<file path="config.mk">
export PLATFORM = sky130hd
export DESIGN_NAME = cdb_broadcast_arb
export DESIGN_NICKNAME = d
export VERILOG_FILES = /design/src/rtl/cdb_broadcast_arb.sv
export SDC_FILE = /design/constraint.sdc
export NUM_CORES = 1
export LEC_CHECK = 0
export ABC_AREA = 1
export CAP_MARGIN = 10
export CORE_MARGIN = 2
export CORE_UTILIZATION = 45
export CTS_CLUSTER_DIAMETER = 60
export DETAILED_ROUTE_END_ITERATION = 6
export PLACE_DENSITY = 0.8
export SYNTH_ARGS = -nofsm -noshare
export SYNTH_HDL_FRONTEND = slang
export SYNTH_SLANG_ARGS = --single-unit
</file>
<file path="constraint.sdc">
create_clock -name clock -period 4.6 [get_ports clock]
set_input_delay 0.92 -clock clock [delete_from_list [all_inputs] [get_ports clock]]
set_output_delay 0.92 -clock clock [all_outputs]
set_load 0.03 [all_outputs]
</file>
<file path="src/rtl/cdb_broadcast_arb.sv">
// Two-lane common data bus producer: round-robin arbitration over the
// functional-unit writeback ports with one-entry holding registers per source.
module cdb_broadcast_arb #(
    parameter int N_SRC  = 5,
    parameter int PREG_W = 6,
    parameter int ROB_W  = 5,
    parameter int XLEN   = 32
) (
    input  logic                    clock,
    input  logic                    reset,
    input  logic                    flush,
    input  logic [N_SRC-1:0]        fu_valid,
    input  logic [N_SRC*PREG_W-1:0] fu_tag,
    input  logic [N_SRC*XLEN-1:0]   fu_value,
    input  logic [N_SRC*ROB_W-1:0]  fu_rob_idx,
    output logic [N_SRC-1:0]        fu_stall,
    output logic [1:0]              cdb_valid,
    output logic [2*PREG_W-1:0]     cdb_tag,
    output logic [2*XLEN-1:0]       cdb_value,
    output logic [2*ROB_W-1:0]      cdb_rob_idx,
    output logic                    arb_busy
);

    localparam int PTR_W = (N_SRC > 1) ? $clog2(N_SRC) : 1;

    logic [N_SRC-1:0]  hold_v;
    logic [PREG_W-1:0] hold_tag   [N_SRC];
    logic [XLEN-1:0]   hold_value [N_SRC];
    logic [ROB_W-1:0]  hold_rob   [N_SRC];
    logic [PTR_W-1:0]  rr_ptr;

    logic [N_SRC-1:0]  cand_v;
    logic [PREG_W-1:0] cand_tag   [N_SRC];
    logic [XLEN-1:0]   cand_value [N_SRC];
    logic [ROB_W-1:0]  cand_rob   [N_SRC];

    logic [N_SRC-1:0]  grant;
    logic              g0_v, g1_v;
    logic [PTR_W-1:0]  g0_idx, g1_idx;
    logic [PTR_W-1:0]  last_idx;
    logic [PTR_W-1:0]  rr_next;

    // Position k steps after base in the circular source order.
    function automatic logic [PTR_W-1:0] wrap_idx(
        input logic [PTR_W-1:0] base,
        input int               k
    );
        int s;
        s = int'(base) + k;
        if (s >= N_SRC) s = s - N_SRC;
        return PTR_W'(s);
    endfunction

    // A held entry masks the live input of its source.
    always_comb begin
        for (int i = 0; i < N_SRC; i++) begin
            cand_v[i]     = hold_v[i] | fu_valid[i];
            cand_tag[i]   = hold_v[i] ? hold_tag[i]
                                      : fu_tag[i*PREG_W +: PREG_W];
            cand_value[i] = hold_v[i] ? hold_value[i]
                                      : fu_value[i*XLEN +: XLEN];
            cand_rob[i]   = hold_v[i] ? hold_rob[i]
                                      : fu_rob_idx[i*ROB_W +: ROB_W];
        end
    end

    // Round-robin scan from rr_ptr picking the first two candidates.
    always_comb begin
        logic [PTR_W-1:0] j;
        g0_v   = 1'b0;
        g1_v   = 1'b0;
        g0_idx = '0;
        g1_idx = '0;
        grant  = '0;
        j      = '0;
        for (int k = 0; k < N_SRC; k++) begin
            j = wrap_idx(rr_ptr, k);
            if (cand_v[j]) begin
                if (!g0_v) begin
                    g0_v     = 1'b1;
                    g0_idx   = j;
                    grant[j] = 1'b1;
                end else if (!g1_v) begin
                    g1_v     = 1'b1;
                    g1_idx   = j;
                    grant[j] = 1'b1;
                end
            end
        end
    end

    // Pointer moves just past the last source granted this cycle.
    always_comb begin
        last_idx = g1_v ? g1_idx : g0_idx;
        rr_next  = wrap_idx(last_idx, 1);
    end

    // Holding registers, pointer and registered CDB lanes.
    always_ff @(posedge clock) begin
        if (reset) begin
            hold_v      <= '0;
            rr_ptr      <= '0;
            cdb_valid   <= 2'b00;
            cdb_tag     <= '0;
            cdb_value   <= '0;
            cdb_rob_idx <= '0;
            for (int i = 0; i < N_SRC; i++) begin
                hold_tag[i]   <= '0;
                hold_value[i] <= '0;
                hold_rob[i]   <= '0;
            end
        end else if (flush) begin
            hold_v    <= '0;
            cdb_valid <= 2'b00;
        end else begin
            for (int i = 0; i < N_SRC; i++) begin
                if (grant[i]) begin
                    hold_v[i] <= 1'b0;
                end else if (!hold_v[i] && fu_valid[i]) begin
                    hold_v[i]     <= 1'b1;
                    hold_tag[i]   <= fu_tag[i*PREG_W +: PREG_W];
                    hold_value[i] <= fu_value[i*XLEN +: XLEN];
                    hold_rob[i]   <= fu_rob_idx[i*ROB_W +: ROB_W];
                end
            end
            cdb_valid <= {g1_v, g0_v};
            if (g0_v) begin
                cdb_tag[0 +: PREG_W]    <= cand_tag[g0_idx];
                cdb_value[0 +: XLEN]    <= cand_value[g0_idx];
                cdb_rob_idx[0 +: ROB_W] <= cand_rob[g0_idx];
            end
            if (g1_v) begin
                cdb_tag[PREG_W +: PREG_W] <= cand_tag[g1_idx];
                cdb_value[XLEN +: XLEN]   <= cand_value[g1_idx];
                cdb_rob_idx[ROB_W +: ROB_W] <= cand_rob[g1_idx];
            end
            if (g0_v) rr_ptr <= rr_next;
        end
    end

    assign fu_stall = hold_v;
    assign arb_busy = |hold_v;

endmodule

</file>
==> flow_summary.toml <==
[worst_setup_path]
crit_path_top_delay_cell = "sky130_fd_sc_hd__dfxtp_1"
crit_path_cell_trace = "inv_1, ha_1, ha_1, o21ai_1, nand2_1, nand2_1, inv_2, o211ai_1, nand3_1, inv_1, nand4_1, nand3_4, buf_12, nand3_1, nand3_1, nand2_1, nand2_1, a21oi_1"
crit_required_ns = 5.01
cp_data_arrival_time_ns = 4.75
critical_path.endpoint_type = "register"
crit_start = "rr_ptr[1]$_SDFFE_PP0P_"
crit_type = "reg2reg"
r2r_cells = 18
worst_setup_path_start_kind = "register"
critical_path.reg2reg.endpoint = "cdb_value[63]$_SDFFE_PP0P_"
largest_stage_delay_on_the_critical_path_ns = 0.51
worst_r2r_startpoint = "rr_ptr[1]$_SDFFE_PP0P_"
reg2reg_setup_slack_ns = 0.26
path_max_fanout = 68
cp_common_cell = "sky130_fd_sc_hd__nand2_1"

[clocking]
cts_tree = "built"
cts.htree.levels = 2
clkSinkCount = 311
holdBufCountCts = 0
root_buffer = "sky130_fd_sc_hd__clkbuf_16"
cts_made_buffers = 37
worstSkewPairLatency_ns = 0.54
cts.clk_slew.worst_paths_ns = 0.06
cts_setup_buffers = 0
ctsLongestPathBuffers = 3
cts_repair_resize_count = 0

[global_route]
first_pass_grt_wire_length_um = 118000
antenna_violations_before_repair = 6
grt_usage_pct = 33.4
largest_net_degree_at_the_start_of_global_routing = 90
gr-usage-met2_pct = 48.5
vias_in_the_first_global_route = 18900
grt_remaining_overflow = 0
met1_global_route_usage_pct = 48.9
global_route.usage.met3_pct = 8.75
globalRoute.busiestLayer = "met1"

[flow_run]
max_cap_viol_count = 0

[timing]
timing.final.crit_share_pct = 94.3
setup_violations = 0
rsz0062_at_grt = "false"
timing.fmax_ghz = 0.231
max-slew-margin-rel_pct = 21.8
final-hold-violation-count = 0
skew_ns = 0.0213
finalWorstPathRequiredPeriod_ns = 4.34
finalMaxSlewViolations = 0
worst-slew-pin-transition_ns = 1.17
setup_tns_ns = 0

[routing]
postRouteAntennaNets = 0
drt_pre_antenna_iters = 7
avgViaCountPerCell = 5.96
wire_per_inst_um = 23.3
vias = 20400
drt_drc_violations_left = 4
route.final.wire_length_um = 79900
drt-initial-drc-count = 3211

[die]
floorplan.die_area_um2 = 46200
core_region_area_um2 = 44100
std_cell_rows = 77
start_util_pct = 45.4
dieHeight_um = 215
boundaryPins = 317
horiz_die_dim_um = 215

[synthesis]
synth-adder-area-share_pct = 0.724
synth_compound_area_share_pct = 18.3
synthMuxAreaShare_pct = 4.30
netlist-cell-type-count = 45
synth-warning-count = 0
synthFlopType = "sky130_fd_sc_hd__edfxtp_1"
yosys_reg_bits = 311
synth_top_family_by_area = "simple AND/OR/NAND/NOR gates"
synth.yosys.seq_area_share_pct = 41.8
synth_edf_count = 215
synth.cell_area_um2 = 20000
post_synth_xor_area_fraction_pct = 0.0874
mappedNetlistNets = 2800
syn_area_per_cell_um2 = 7.81
simple_gate_share_of_the_synthesized_area_pct = 24.9
asr_flop_ratio_synth_pct = 0
netlist_instances = 2566

[min_path]
holdPathStages = 2
min_from = "fu_stall[2]$_SDFFE_PP0P_"
hold_path_end = "fu_stall[2]$_SDFFE_PP0P_"
hold_class = "reg2reg"

[layout]
layout-drive-gt1-share_pct = 9.29
syn_to_final_growth_pct = 27.1
finish.net_count = 3036
final.fill_count = 3936

[run_status]
failing_checks = "design-rule violations"
run_status = "finished, violations left"

[place]
place.detailed.hpwl_um = 57000
place.gp.congestion = 0.991
port_buffers = 316
[synth_stat cells, types with 57 or more instances]
| master | instances | share of area [%] |
|---|---|---|
| sky130_fd_sc_hd__nand2_1 | 480 | 9.0 |
| sky130_fd_sc_hd__nand3b_1 | 86 | 3.2 |
| sky130_fd_sc_hd__mux2i_1 | 86 | 4.3 |
| sky130_fd_sc_hd__inv_1 | 247 | 4.6 |
| sky130_fd_sc_hd__clkbuf_1 | 118 | 2.2 |
| sky130_fd_sc_hd__buf_2 | 57 | 1.4 |
| sky130_fd_sc_hd__dfxtp_1 | 96 | 9.6 |
| sky130_fd_sc_hd__a21boi_0 | 65 | 2.4 |
| sky130_fd_sc_hd__nand3_1 | 342 | 8.5 |
| sky130_fd_sc_hd__o21ai_0 | 222 | 5.5 |
| sky130_fd_sc_hd__edfxtp_1 | 215 | 32 |
| sky130_fd_sc_hd__a21boi_1 | 107 | 4.0 |
| sky130_fd_sc_hd__a21oi_1 | 222 | 5.5 |
[state kept, by name, indices dropped and copies added, names as in the netlist]
signal and flops:
hold_tag 30, cdb_tag 12, fu_stall 5, cdb_rob_idx 10, rr_ptr 3, hold_rob 25, cdb_value 64, hold_value 160
cdb_valid 2
[cell families (layout without fill, tap and decap cells)]
logic type      count (synthesis)  after routing
flops                         311            311
simple gates                 1044           1044
other cells                     0              6
mux                            86             86
compound gates                639            639
xor+xnor                        2              2
fa+ha+maj                      11             11
buf+inv                       473            737
[metal layers]
| metal | share of wire, % | up-vias |
|---|---|---|
| met5 | 0 | - |
| met4 | 2.9 | 0 |
| met3 | 14 | 150 |
| met2 | 42 | 1500 |
| met1 | 41 | 9537 |
| li1 | - | 9235 |
[cells in the final DEF (no fill, tap or decap), types with 39 or more instances in the layout]
master and count:
sky130_fd_sc_hd__dfxtp_1 91, sky130_fd_sc_hd__nand2_1 472, sky130_fd_sc_hd__a21oi_1 221, sky130_fd_sc_hd__a21boi_0 65
sky130_fd_sc_hd__clkbuf_16 39, sky130_fd_sc_hd__a21boi_1 107, sky130_fd_sc_hd__buf_4 55, sky130_fd_sc_hd__nand3b_1 86
sky130_fd_sc_hd__nand3_1 342, sky130_fd_sc_hd__o21ai_0 222, sky130_fd_sc_hd__inv_1 246, sky130_fd_sc_hd__or2_2 44
sky130_fd_sc_hd__clkdlybuf4s50_1 316, sky130_fd_sc_hd__edfxtp_1 215, sky130_fd_sc_hd__mux2i_1 86
[cell type report]
type                    instances  area (µm²)  area share (%)
well taps                     592         741            2.91
inverters                     266         998            3.92
clock buffers                  50        1060            4.15
diodes                          6        15.0          0.0589
repair buffers                404        4240            16.6
flip-flops and latches        311        8380            32.9
multi-input cells            1782        9780            38.4
clock inverters                17         256            1.01
[metrics by stage]
step	cells	util, %	instance area [µm²]	setup slack, ns	hold slack, ns
finish	3428	57.7	25500	0.262	0.506
floorplan	2566	-	20000	0.237	0.593
detailed placement	3355	54.7	24100	0.190	0.502
global placement	3355	54.7	24100	0.202	0.481
CTS	3422	57.7	25400	0.250	0.515
global route	3428	57.7	25500	0.0171	0.540
[worst max-delay path by stage]
stage / to / slack [ns] / cells past startpoint
finish: cdb_value[63]$_SDFFE_PP0P_ / 0.26 / 18
global route: hold_value[0][126]$_SDFFCE_PN0P_ / 0.02 / 20
CTS: hold_value[0][121]$_SDFFCE_PN0P_ / 0.25 / 22
detailed placement: hold_value[0][95]$_SDFFCE_PN0P_ / 0.19 / 18
global placement: hold_value[0][89]$_SDFFCE_PN0P_ / 0.20 / 19
floorplan: hold_rob[0][20]$_SDFFCE_PN0P_ / 0.24 / 18
[critical path: cells and delay by family, from the launching register on]
kind | cells | cell delay, ns
adder cells (fa/ha/maj) | 2 | 0.49
AND/OR/NAND/NOR | 9 | 1.71
AO/OA/AOI/OAI | 3 | 0.49
flip-flops | 1 | 0.51
buffers and inverters | 4 | 0.98
Power is not shown: default switching activity piles up to over one toggle a cycle in this logic, so the estimate is an artifact.
